## config.mk

```make
export PLATFORM = sky130hd
export DESIGN_NAME = pwm_uart_ctrl_flat
export DESIGN_NICKNAME = d
export VERILOG_FILES = /design/src/rtl/pwm_uart_ctrl_pkg.sv /design/src/rtl/pwm_uart_ctrl_if.sv /design/src/rtl/pwm_uart_ctrl_sync.sv /design/src/rtl/pwm_uart_ctrl.sv /design/src/flat_wrapper.sv
export SDC_FILE = /design/constraint.sdc
export NUM_CORES = 1
export LEC_CHECK = 0
export BUFFER_PORTS_ARGS = -buffer_cell sky130_fd_sc_hd__buf_2
export CAP_MARGIN = 10
export CELL_PAD_IN_SITES_DETAIL_PLACEMENT = 0
export CELL_PAD_IN_SITES_GLOBAL_PLACEMENT = 1
export CORE_MARGIN = 8
export CORE_UTILIZATION = 44
export CTS_BUF_LIST = sky130_fd_sc_hd__clkbuf_2 sky130_fd_sc_hd__clkbuf_4 sky130_fd_sc_hd__clkbuf_8
export CTS_CLUSTER_SIZE = 14
export DETAILED_ROUTE_END_ITERATION = 7
export PLACE_DENSITY_LB_ADDON = 0.1
export SLEW_MARGIN = 10
export SYNTH_ARGS = -nofsm -noshare
export SYNTH_HDL_FRONTEND = slang
export SYNTH_SLANG_ARGS = --single-unit
```

## constraint.sdc

```tcl
create_clock -name clk -period 1.9 [get_ports clk]
set_input_delay 0.095 -clock clk [delete_from_list [all_inputs] [get_ports clk]]
set_output_delay 0.095 -clock clk [all_outputs]
set_load 0.05 [all_outputs]
```

## src/rtl/pwm_uart_ctrl_pkg.sv

```systemverilog
// rtl/pwm_uart_ctrl_pkg.sv - shared types and control-word field positions for the PWM UART control stage
package pwm_ctrl_pkg;

   typedef enum logic [2:0] {
      IDLE,
      START,
      DATA,
      STOP,
      BREAK
   } state_t;

   // Control byte layout: {enable, breathe, duty[5:0]}
   localparam int ENABLE_BIT  = 7;
   localparam int BREATHE_BIT = 6;
   localparam int DUTY_MSB    = 5;
   localparam int DUTY_LSB    = 0;

   // Reference width of the PWM core fed by duty_out
   localparam int DUTY_W = 6;

endpackage

```

## src/rtl/pwm_uart_ctrl_if.sv

```systemverilog
// rtl/pwm_uart_ctrl_if.sv - UART line in, PWM control word and status out
interface pwm_uart_ctrl_if;
   import pwm_ctrl_pkg::*;

   logic              rx_in;
   logic [DUTY_W-1:0] duty_out;
   logic              enable_out;
   logic              breathe_out;
   logic              ctrl_valid;
   logic              frame_err;
   logic              busy;

   // Decoder side: samples the line, drives the control word
   modport master (
      input  rx_in,
      output duty_out, enable_out, breathe_out, ctrl_valid, frame_err, busy
   );

   // Line driver / PWM core side
   modport slave (
      output rx_in,
      input  duty_out, enable_out, breathe_out, ctrl_valid, frame_err, busy
   );

endinterface

```

## src/rtl/pwm_uart_ctrl_sync.sv

```systemverilog
// rtl/pwm_uart_ctrl_sync.sv - two-flop synchronizer for asynchronous single-bit inputs
module sync_2ff #(
   parameter logic RST_VAL = 1'b1
) (
   input  logic clk,
   input  logic rst_n,
   input  logic d,
   output logic q
);

   logic meta;

   // Two back-to-back flops; the first may go metastable, the second settles it
   always_ff @(posedge clk or negedge rst_n) begin
      if (!rst_n) begin
         meta <= RST_VAL;
         q    <= RST_VAL;
      end else begin
         meta <= d;
         q    <= meta;
      end
   end

endmodule

```

## src/rtl/pwm_uart_ctrl.sv

```systemverilog
// rtl/pwm_uart_ctrl.sv - 8N1 UART receiver that decodes each byte into the PWM control word
module pwm_uart_ctrl
   import pwm_ctrl_pkg::*;
#(
   parameter int CLKS_PER_BIT = 1042,
   parameter int CNT_W        = 11
) (
   input  logic            clk,
   input  logic            rst_n,
   pwm_uart_ctrl_if.master bus
);

   localparam logic [CNT_W-1:0] HALF_M1 = CNT_W'(CLKS_PER_BIT / 2 - 1);
   localparam logic [CNT_W-1:0] BIT_M1  = CNT_W'(CLKS_PER_BIT - 1);

   state_t            state, state_nxt;
   logic [CNT_W-1:0]  cnt, cnt_nxt;
   logic [2:0]        bit_idx, bit_idx_nxt;
   logic [7:0]        shreg, shreg_nxt;
   logic [DUTY_W-1:0] duty_q, duty_nxt;
   logic              enable_q, enable_nxt;
   logic              breathe_q, breathe_nxt;
   logic              ctrl_valid_q, ctrl_valid_nxt;
   logic              frame_err_q, frame_err_nxt;
   logic              rx_s;

   sync_2ff #(.RST_VAL(1'b1)) u_rx_sync (
      .clk   (clk),
      .rst_n (rst_n),
      .d     (bus.rx_in),
      .q     (rx_s)
   );

   // State, timing counter, shift register and the held control word
   always_ff @(posedge clk or negedge rst_n) begin
      if (!rst_n) begin
         state        <= IDLE;
         cnt          <= '0;
         bit_idx      <= '0;
         shreg        <= '0;
         duty_q       <= '0;
         enable_q     <= 1'b0;
         breathe_q    <= 1'b0;
         ctrl_valid_q <= 1'b0;
         frame_err_q  <= 1'b0;
      end else begin
         state        <= state_nxt;
         cnt          <= cnt_nxt;
         bit_idx      <= bit_idx_nxt;
         shreg        <= shreg_nxt;
         duty_q       <= duty_nxt;
         enable_q     <= enable_nxt;
         breathe_q    <= breathe_nxt;
         ctrl_valid_q <= ctrl_valid_nxt;
         frame_err_q  <= frame_err_nxt;
      end
   end

   // Frame sequencing; the control word is only touched on a good stop bit
   always_comb begin
      state_nxt      = state;
      cnt_nxt        = cnt + CNT_W'(1);
      bit_idx_nxt    = bit_idx;
      shreg_nxt      = shreg;
      duty_nxt       = duty_q;
      enable_nxt     = enable_q;
      breathe_nxt    = breathe_q;
      ctrl_valid_nxt = 1'b0;
      frame_err_nxt  = 1'b0;
      case (state)
         IDLE: begin
            cnt_nxt = '0;
            if (!rx_s) state_nxt = START;
         end
         START: begin
            // Mid-start-bit check rejects glitches shorter than half a bit
            if (cnt == HALF_M1) begin
               cnt_nxt = '0;
               if (rx_s) begin
                  state_nxt = IDLE;
               end else begin
                  state_nxt   = DATA;
                  bit_idx_nxt = '0;
               end
            end
         end
         DATA: begin
            if (cnt == BIT_M1) begin
               cnt_nxt   = '0;
               shreg_nxt = {rx_s, shreg[7:1]};
               if (bit_idx == 3'd7) state_nxt = STOP;
               else                 bit_idx_nxt = bit_idx + 3'd1;
            end
         end
         STOP: begin
            // Returning to IDLE mid-stop-bit lets a back-to-back start edge be caught
            if (cnt == BIT_M1) begin
               cnt_nxt = '0;
               if (rx_s) begin
                  enable_nxt     = shreg[ENABLE_BIT];
                  breathe_nxt    = shreg[BREATHE_BIT];
                  duty_nxt       = shreg[DUTY_MSB:DUTY_LSB];
                  ctrl_valid_nxt = 1'b1;
                  state_nxt      = IDLE;
               end else begin
                  frame_err_nxt = 1'b1;
                  state_nxt     = BREAK;
               end
            end
         end
         BREAK: begin
            // A held-low line must go idle before a new start is accepted
            cnt_nxt = '0;
            if (rx_s) state_nxt = IDLE;
         end
         default: begin
            cnt_nxt   = '0;
            state_nxt = IDLE;
         end
      endcase
   end

   assign bus.duty_out    = duty_q;
   assign bus.enable_out  = enable_q;
   assign bus.breathe_out = breathe_q;
   assign bus.ctrl_valid  = ctrl_valid_q;
   assign bus.frame_err   = frame_err_q;
   assign bus.busy        = (state != IDLE);

endmodule

```

## src/flat_wrapper.sv

```systemverilog
// flat-port wrapper written by rule: the top's interface ports become plain ports
module pwm_uart_ctrl_flat import pwm_ctrl_pkg::*;
#(
   parameter int CLKS_PER_BIT = 1042,
   parameter int CNT_W        = 11
)
  (clk, rst_n, bus_rx_in, bus_duty_out, bus_enable_out, bus_breathe_out, bus_ctrl_valid, bus_frame_err, bus_busy);
  pwm_uart_ctrl_if bus_i ();
  input  logic clk;
  input  logic rst_n;
  input wire logic [$bits(bus_i.rx_in)-1:0] bus_rx_in;
  output wire logic [$bits(bus_i.duty_out)-1:0] bus_duty_out;
  output wire logic [$bits(bus_i.enable_out)-1:0] bus_enable_out;
  output wire logic [$bits(bus_i.breathe_out)-1:0] bus_breathe_out;
  output wire logic [$bits(bus_i.ctrl_valid)-1:0] bus_ctrl_valid;
  output wire logic [$bits(bus_i.frame_err)-1:0] bus_frame_err;
  output wire logic [$bits(bus_i.busy)-1:0] bus_busy;
  assign bus_i.rx_in = bus_rx_in;
  assign bus_duty_out = bus_i.duty_out;
  assign bus_enable_out = bus_i.enable_out;
  assign bus_breathe_out = bus_i.breathe_out;
  assign bus_ctrl_valid = bus_i.ctrl_valid;
  assign bus_frame_err = bus_i.frame_err;
  assign bus_busy = bus_i.busy;
  pwm_uart_ctrl #(.CLKS_PER_BIT(CLKS_PER_BIT), .CNT_W(CNT_W)) u_core (.clk(clk), .rst_n(rst_n), .bus(bus_i));
endmodule
```

==> results of run 1 <==
layout make-up:
| cell class | count | area share, % |
|---|---|---|
| well taps | 48 | 3.04 |
| inverters | 3 | 0.569 |
| flip-flops and latches | 37 | 46.9 |
| multi-input cells | 94 | 37.9 |
| repair buffers | 22 | 6.96 |
| clock inverters | 3 | 1.14 |
| clock buffers | 5 | 3.48 |
flip-flops by register name (all words and copies together), names as in the netlist, 3 cells and up:
register,cells
u_core.bit_idx,3
u_core.bus.duty_out,6
u_core.cnt,11
u_core.shreg,8
u_core.state,3
path summary, 6_finish.rpt:
check / from / to / slack, ns
min in group asynchronous: rst_n / u_core.bus.duty_out[1] / 0.41
max in group asynchronous: rst_n / u_core.bit_idx[0] / 0.98
max: u_core.cnt[1] / u_core.bus.enable_out / 0.09
min: u_core.u_rx_sync.meta / u_core.u_rx_sync.q / 0.36
max reg2reg: u_core.cnt[1] / u_core.bus.enable_out / 0.09
min reg2reg: u_core.u_rx_sync.meta / u_core.u_rx_sync.q / 0.36
power by group:
group | switching, mW | total, mW | internal, mW | leakage [nW]
registers | 0.00259 | 0.793 | 0.791 | 0.495
logic | 0.0153 | 0.0199 | 0.00464 | 0.408
clock network | 0.294 | 0.554 | 0.260 | 0.0481
total | 0.312 | 1.37 | 1.06 | 0.951
kinds of logic after synthesis:
| group | share of synthesized area, % |
|---|---|
| AOI/OAI and AO/OA | 4.51 |
| xor gates and xnor gates | 4.58 |
| adders and majority gates | 3.63 |
| buffers and inverters | 2.83 |
| DFF | 53.9 |
| muxes | 12.9 |
| and+or+nand+nor | 17.7 |
stage by stage:
step / hold WS [ns] / utilization, % / worst slack, ns / instance area, µm² / instances
after global placement: 0.202 / 50.1 / 0.121 / 1860 / 202
after global routing: 0.360 / 53.2 / 0.00387 / 1980 / 212
after CTS: 0.359 / 53.1 / 0.0452 / 1970 / 212
after detailed placement: 0.202 / 50.1 / 0.0555 / 1860 / 202
final: 0.358 / 53.2 / 0.0897 / 1980 / 212
after floorplan: -0.201 / - / 0.0536 / 1720 / 139
critical path, cell delays in order (launching register included):
cell and delay (ns):
dfrtp_1 0.41, inv_1 0.09, ha_1 0.13, and4b_1 0.22, and3_1 0.18, and4_4 0.35, mux2_4 0.32
routing by layer:
metal / part of all wire, % / routed length, µm / vias up
met3: 6.5 / 199 / 5
li1: - / - / 535
met4: 1.4 / 44 / 0
met2: 47 / 1430 / 24
met1: 46 / 1400 / 558
met5: 0 / 0 / -
timing repair:
action / CTS / global route
hold buffers: 2 / 0
endpoints found under the setup margin: 0 / 3
hold endpoints to repair: 36 / 0
resized for setup: 0 / 2
layout by cell type (no fill, tap or decap), drive strengths merged, types with 2 or more instances in the layout:
cell type and count:
a22o 2, nor2 17, xor2 8, clkbuf 5, buf 20, dlygate4sd3 2, a311oi 2, nor2b 2
and4 4, mux2 17, a21oi 3, nand4 3, nand3 9, inv 3, nand2 6, dfrtp 35
clkinv 3, ha 5, o21ai 2, nand2b 2, nor3b 2, dfstp 2
==> run summary, run 1 <==
Outcome: finished clean
Top-Level Pins: 14
Tot GR Track Use: 10.8%
Critical Path Start Type: flop
Commonest register cell after synthesis: dfrtp_1
Achievable Freq: 0.552 GHz
Crit path DAT: 1.98 ns
Full die area: 6170 µm²
Die Y: 78.6 µm
Post-synthesis instance total: 139
First-pass GRT wire length: 5400 µm
Sequential share of the synthesized area: 53.9%
Mean Syn Cell Area: 12.4 µm²
Rows: 22
Synth Register Bits: 37
Syn. warnings: 0
Setup Fix Bufs, Post-CTS: 0
Drt wl/cell: 14.5 µm
Overall Power: 1.37 mW
Synth area leader: dfrtp_1
Synth unique cells: 35
Post-route ant nets: 0
Final period util: 95.3%
Multi-input logic area: 749 µm²
Endpoints failing setup: 0
# port buffers: 13
Worst-path fanout max: 9
Routability cong.: 0.833
Worst skew pair latency: 0.30 ns
Fillers: 337
Initial DRT Pass Iterations: 4
Top-area cell type share of the netlist area: 50.9%
Critical Path RT: 2.07 ns
Initial core utilization: 46.3%
Final wirelength: 3080 µm
Fin. max-slew vios: 0
CTS tree: built
Vias in the first global route: 1,154
Max IR drop VDD: 381 µV
Largest net degree at the start of global routing: 38
Cell count of the worst hold path: 0
Area contributors post-synth: dfrtp_1 (51%), mux2_4 (7.0%), mux2_2 (5.9%)
Post-synth top cells: dfrtp_1 (35), nor2_1 (17), mux2_2 (9), nand3_1 (9)
Nets@finish: 171
Register area: 928 µm²
Power per cell area: 691 nW/µm²
Root buffer cell: clkbuf_8
Worst slew margin relative to its limit: 47.6%
Worst min path class: flop to flop
Setup TNS: 0 ns
Antenna cells: 0
Met1 usage: 12.6%
Post-synthesis instance area: 1720 µm²
P&R area growth vs syn: 14.9%
Worst-case clock buffer depth: 2
Hpwl dp: 2110 µm
Via-to-Cell Ratio: 5.29
Final min period: 1.81 ns
Fin. Hold Viols: 0
Crit end category: flop
Max-Cap Viols: 0
Reg2reg path depth: 6
Asr flop ratio synth: 100%
Pleak: 0.951 nW
CTS buffer count: 5
RSZ-0062 raised after global routing: false
DR vias: 1,122
Worst Tran Pin Value: 0.785 ns
Grt total ovfl: 0
Busiest grt layer: met2
Top-count cell post-synth: dfrtp_1
M2 GR Usage: 17.1%
Initial antenna violation count: 0
Share of cells above drive strength 1: 32.9%
Syn nets: 147
Core Footprint: 3720 µm²
Drt drc: 0
Crit path kind: flop to flop
Clock transition at path regs: 0.07 ns
# clock sinks: 37
Drt first-iter violations: 80
Clock skew: 0.0112 ns
Post-synth EDFFs: 0
Die width: 78.6 µm
H-tree Lvls: 2
Routing usage on met3: 3.53%
No activity file was read; power rests on OpenSTA's default activity.
==> run 2, diff against run 1 <==
--- a/config.mk
+++ b/config.mk
@@ -15,7 +15,7 @@
 export CTS_CLUSTER_SIZE = 14
 export DETAILED_ROUTE_END_ITERATION = 7
 export PLACE_DENSITY_LB_ADDON = 0.1
-export SLEW_MARGIN = 10
+export REMOVE_ABC_BUFFERS = 1
 export SYNTH_ARGS = -nofsm -noshare
 export SYNTH_HDL_FRONTEND = slang
 export SYNTH_SLANG_ARGS = --single-unit
==> run summary, run 2 (synthesis results as in run 1) <==
Power per cell area: 675 nW/µm² (was 691 nW/µm²)
Grt total ovfl: 0 (unchanged)
Drt wl/cell: 14.0 µm (was 14.5 µm)
Share of cells above drive strength 1: 32.7% (was 32.9%)
Worst slew margin relative to its limit: 46.9% (was 47.6%)
Die width: 78.6 µm (unchanged)
Tot GR Track Use: 10.6% (was 10.8%)
# port buffers: 13 (unchanged)
CTS buffer count: 5 (unchanged)
Drt first-iter violations: 55 (was 80)
M2 GR Usage: 15.7% (was 17.1%)
Die Y: 78.6 µm (unchanged)
Top-Level Pins: 14 (unchanged)
Crit end category: flop (unchanged)
Worst skew pair latency: 0.28 ns (was 0.30 ns)
# clock sinks: 37 (unchanged)
Max-Cap Viols: 0 (unchanged)
Full die area: 6170 µm² (unchanged)
Met1 usage: 13.3% (was 12.6%)
First-pass GRT wire length: 5310 µm (was 5400 µm)
Largest net degree at the start of global routing: 38 (unchanged)
Worst-case clock buffer depth: 2 (unchanged)
Root buffer cell: clkbuf_8 (unchanged)
Commonest non-fill, non-tap cell in the layout: dfrtp_1 (unchanged)
Overall Power: 1.34 mW (was 1.37 mW)
Busiest grt layer: met2 (unchanged)
Clock skew: 0.00682 ns (was 0.0112 ns)
Final period util: 95.1% (was 95.3%)
Routing usage on met3: 4.21% (was 3.53%)
Rows: 22 (unchanged)
Final wirelength: 2980 µm (was 3080 µm)
Vias in the first global route: 1,120 (was 1,154)
CTS tree: built (unchanged)
Commonest non-fill, non-tap cells in the layout: dfrtp_1 (35), nor2_1 (16), buf_2 (13) (unchanged)
Worst min path class: flop to flop (unchanged)
Via-to-Cell Ratio: 5.18 (was 5.29)
Pleak: 0.956 nW (was 0.951 nW)
Crit path DAT: 1.97 ns (was 1.98 ns)
Setup TNS: 0 ns (unchanged)
RSZ-0062 raised after global routing: false (unchanged)
P&R area growth vs syn: 14.9% (unchanged)
Hpwl dp: 2110 µm (about the same)
Achievable Freq: 0.553 GHz (was 0.552 GHz)
Critical Path Start Type: flop (unchanged)
Drt drc: 0 (unchanged)
H-tree Lvls: 2 (unchanged)
Initial antenna violation count: 0 (unchanged)
Clock transition at path regs: 0.07 ns (about the same)
Antenna cells: 0 (unchanged)
Max IR drop VDD: 307 µV (was 381 µV)
Post-route ant nets: 0 (unchanged)
Pre-CTS setup slack: 0.101 ns (was 0.0555 ns)
Final min period: 1.81 ns (about the same)
Worst Tran Pin Value: 0.796 ns (was 0.785 ns)
Nets@finish: 172 (was 171)
Critical Path RT: 2.07 ns (about the same)
Crit path kind: flop to flop (unchanged)
Endpoints failing setup: 0 (unchanged)
Outcome: finished clean (unchanged)
Largest register FFs: 11 (unchanged)
Core Footprint: 3720 µm² (unchanged)
Initial DRT Pass Iterations: 4 (unchanged)
Fin. Hold Viols: 0 (unchanged)
Reg with most FFs: u_core.cnt (unchanged)
Fin. max-slew vios: 0 (unchanged)
Worst-path fanout max: 3 (was 9)
Initial core utilization: 46.3% (unchanged)
DR vias: 1,103 (was 1,122)
Routability cong.: 0.784 (was 0.833)
Setup ws final: 0.0926 ns (was 0.0897 ns)
==> run 2: cell count changes in the layout (fill, tap and decap cells not counted) <==
cell	previous run	this run
ha_2	1	0
clkinv_2	1	2
clkinvlp_4	0	1
ha_1	4	5
clkinv_4	2	0
buf_4	7	8
==> run 2: layout make-up <==
type,count,area (µm²)
fillers,330,1740
multi-input cells,94,747
flip-flops and latches,37,928
clock inverters,3,17.5
repair buffers,23,145
inverters,3,11.3
well taps,48,60.1
clock buffers,5,68.8
==> run 2: final timing paths <==
check / start / end / slack, ns / depth (start not counted)
worst max-delay path: u_core.bit_idx[0] / u_core.bit_idx[0] / 0.09 / 5
min in group asynchronous: rst_n / u_core.bus.duty_out[3] / 0.43 / 2
max in group asynchronous: rst_n / u_core.bit_idx[0] / 0.97 / 2
worst min register to register: u_core.u_rx_sync.meta / u_core.u_rx_sync.q / 0.36 / 0
worst min-delay path: u_core.u_rx_sync.meta / u_core.u_rx_sync.q / 0.36 / 0
worst max register to register: u_core.bit_idx[0] / u_core.bit_idx[0] / 0.09 / 5
==> run 2: metal layers <==
| layer | vias to the layer above | wire length [µm] | share of wire, % |
|---|---|---|---|
| met1 | 526 | 1410 | 47 |
| met5 | - | 0 | 0 |
| met4 | 0 | 45 | 1.5 |
| met2 | 29 | 1320 | 44 |
| li1 | 541 | - | - |
| met3 | 7 | 201 | 6.7 |
==> run 2: stage by stage <==
step / cell area (µm²) / utilization (%) / cells / hold slack, ns
after global routing: 1980 / 53.2 / 213 / 0.365
after detailed placement: 1870 / 50.3 / 203 / 0.203
final: 1980 / 53.2 / 213 / 0.361
after floorplan: 1680 / - / 134 / -0.201
after CTS: 1980 / 53.2 / 213 / 0.363
after global placement: 1870 / 50.3 / 203 / 0.200
==> run 2: power by group <==
group | switching [mW] | internal (mW) | total, mW
Combinational | 0.0154 | 0.00464 | 0.0201
Clock | 0.269 | 0.253 | 0.522
Sequential | 0.00257 | 0.791 | 0.794
==> run 2: worst max-delay path: stages (launching register included) <==
cell and delay (ns):
dfrtp_1 0.39, ha_1 0.20, ha_1 0.21, or2_2 0.30, a211o_1 0.33, mux2_2 0.27
==> run 2: timing repair <==
action | 4_1_cts | 5_1_grt
endpoints found under the hold margin | 36 | 0
hold buffers | 2 | 0
resized for setup | 0 | 1
setup endpoints to repair | 0 | 3
setup buffers | 0 | 0
==> run 3, diff against run 2 <==
--- a/config.mk
+++ b/config.mk
@@ -9,6 +9,7 @@
 export CAP_MARGIN = 10
 export CELL_PAD_IN_SITES_DETAIL_PLACEMENT = 0
 export CELL_PAD_IN_SITES_GLOBAL_PLACEMENT = 1
+export CORE_ASPECT_RATIO = 1.5
 export CORE_MARGIN = 8
 export CORE_UTILIZATION = 44
 export CTS_BUF_LIST = sky130_fd_sc_hd__clkbuf_2 sky130_fd_sc_hd__clkbuf_4 sky130_fd_sc_hd__clkbuf_8
==> run summary, run 3 (synthesis results as in run 1) <==
Outcome: finished clean (unchanged)
Crit end category: flop (unchanged)
Drt wl/cell: 15.3 µm (was 14.0 µm)
Initial antenna violation count: 0 (unchanged)
Pleak: 0.975 nW (was 0.956 nW)
Max IR drop VDD: 558 µV (was 307 µV)
Via-to-Cell Ratio: 5.48 (was 5.18)
Placed Instance Area: 1860 µm² (was 1870 µm²)
Switch Pwr: 0.310 mW (was 0.287 mW)
Tot GR Track Use: 11.4% (was 10.6%)
Fin. max-slew vios: 0 (unchanged)
Final wirelength: 3200 µm (was 2980 µm)
Die Y: 92.6 µm (was 78.6 µm)
Post-Layout Inst Area: 2020 µm² (was 1980 µm²)
Worst slew margin relative to its limit: 45.7% (was 46.9%)
Post-route ant nets: 0 (unchanged)
CP cell instances: ha_1 -> ha_2 -> or2_2 -> a211o_1 -> mux2_2 (was ha_1 -> ha_1 -> or2_2 -> a211o_1 -> mux2_2)
RSZ-0062 raised after global routing: false (unchanged)
Drt drc: 0 (unchanged)
Worst-case clock buffer depth: 2 (unchanged)
Power per cell area: 809 nW/µm² (was 675 nW/µm²)
Worst hold start: u_core.u_rx_sync.meta (unchanged)
Commonest non-fill, non-tap cells in the layout: dfrtp_1 (35), nor2_1 (16), buf_2 (13) (unchanged)
Clock transition at path regs: 0.07 ns (about the same)
Reg with most FFs: u_core.cnt (unchanged)
Root buffer cell: clkbuf_8 (unchanged)
Stages on worst setup path: 5 (unchanged)
# port buffers: 13 (unchanged)
P&R area growth vs syn: 17.4% (was 14.9%)
Top-Level Pins: 14 (unchanged)
Clock power frac: 50.2% (was 39.1%)
Largest net degree at the start of global routing: 38 (unchanged)
R2R Path Start: u_core.bit_idx[0] (unchanged)
Core Footprint: 3850 µm² (was 3720 µm²)
Worst Tran Pin Value: 0.815 ns (was 0.796 ns)
Rows: 28 (was 22)
Full die area: 6210 µm² (was 6170 µm²)
Pre-CTS setup slack: 0.0621 ns (was 0.101 ns)
Worst min path class: flop to flop (unchanged)
Clock skew: 0.00890 ns (was 0.00682 ns)
Achievable Freq: 0.550 GHz (was 0.553 GHz)
Commonest non-fill, non-tap cell in the layout: dfrtp_1 (unchanged)
Switching share of power: 19.0% (was 21.5%)
CP top delay family: adder cells (unchanged)
Critical Path RT: 2.07 ns (about the same)
Buffers & Inverters on Critical Path: 0 (unchanged)
Crit path kind: flop to flop (unchanged)
H-tree Lvls: 2 (unchanged)
Drt first-iter violations: 32 (was 55)
Critical path origin: u_core.bit_idx[0] (unchanged)
Int Pwr: 1.32 mW (was 1.05 mW)
Critical Path Start Type: flop (unchanged)
Routability cong.: 0.694 (was 0.784)
Final period util: 95.7% (was 95.1%)
Initial core utilization: 44.7% (was 46.3%)
CTS tree: built (unchanged)
Fin. Hold Viols: 0 (unchanged)
Seq pwr share: 48.5% (was 59.4%)
Worst path slowest cell: dfrtp_1 (unchanged)
Hpwl dp: 2230 µm (was 2110 µm)
Reg2reg path depth: 5 (unchanged)
Crit path DAT: 1.99 ns (was 1.97 ns)
# clock sinks: 37 (unchanged)
Setup ws final: 0.0819 ns (was 0.0926 ns)
Worst skew pair latency: 0.29 ns (was 0.28 ns)
Gate power share: 1.3% (was 1.5%)
Largest register FFs: 11 (unchanged)
Share of cells above drive strength 1: 32.9% (was 32.7%)
Endpoints failing setup: 0 (unchanged)
DR vias: 1,145 (was 1,103)
Grt total ovfl: 0 (unchanged)
Antenna cells: 0 (unchanged)
Cell count of the worst hold path: 0 (unchanged)
CP peak stage delay: 0.39 ns (about the same)
Max-Cap Viols: 0 (unchanged)
Vias in the first global route: 1,181 (was 1,120)
Die width: 67.1 µm (was 78.6 µm)
Setup TNS: 0 ns (unchanged)
CTS buffer count: 5 (unchanged)
Worst-path fanout max: 3 (unchanged)
Final min period: 1.82 ns (was 1.81 ns)
Nets@finish: 171 (was 172)
Initial DRT Pass Iterations: 4 (unchanged)
Fillers: 350 (was 330)
First-pass GRT wire length: 5440 µm (was 5310 µm)
Overall Power: 1.63 mW (was 1.34 mW)
[run 3: through the flow]
stage / cells / hold WS (ns) / util, %
2_1_floorplan: 134 / -0.201 / -
4_1_cts: 209 / 0.359 / 52.3
5_1_grt: 209 / 0.362 / 52.4
6_report: 209 / 0.358 / 52.4
3_5_place_dp: 199 / 0.202 / 48.2
3_3_place_gp: 199 / 0.200 / 48.2
[run 3: final timing paths]
path,endpoint,slack [ns]
setup / recovery,u_core.bit_idx[0],0.08
hold / removal,u_core.u_rx_sync.q,0.36
setup reg to reg,u_core.bit_idx[0],0.08
hold reg to reg,u_core.u_rx_sync.q,0.36
max in group asynchronous,u_core.cnt[4],0.94
min in group asynchronous,u_core.shreg[6],0.44
[run 3: final cells by class]
type	instances	area, µm²	share of cell area (%)
Timing Repair Buffer	22	138	6.81
Clock buffer	5	68.8	3.41
Clock inverter	3	68.8	3.41
Inverter	3	11.3	0.557
Tap cell	45	56.3	2.79
Multi-Input combinational cell	94	749	37.1
Sequential cell	37	928	45.9
[run 3: power by group through the flow]
stage,clock network [mW],logic (mW),registers [mW]
floorplan,0,0.000986,0.808
global placement,0,0.0180,0.809
detailed placement,0,0.0188,0.809
CTS,0.848,0.0217,0.793
global route,0.885,0.0250,0.794
finish,0.821,0.0205,0.793
[run 3: metal layers]
layer / vias to the layer above / GRT usage [%] / wire, µm
met3: 6 / 3.75 / 132
met4: 0 / 6.13 / 74
met5: - / 0 / 0
met1: 580 / 12.0 / 1250
met2: 18 / 19.2 / 1750
li1: 541 / - / -
[run 3: repair_timing]
| action | in CTS | in global routing |
|---|---|---|
| endpoints found under the hold margin | 36 | 0 |
| buffers inserted | 0 | 0 |
| setup endpoints to repair | 0 | 3 |
| hold buffers | 2 | 0 |
| gates resized for setup | 0 | 2 |
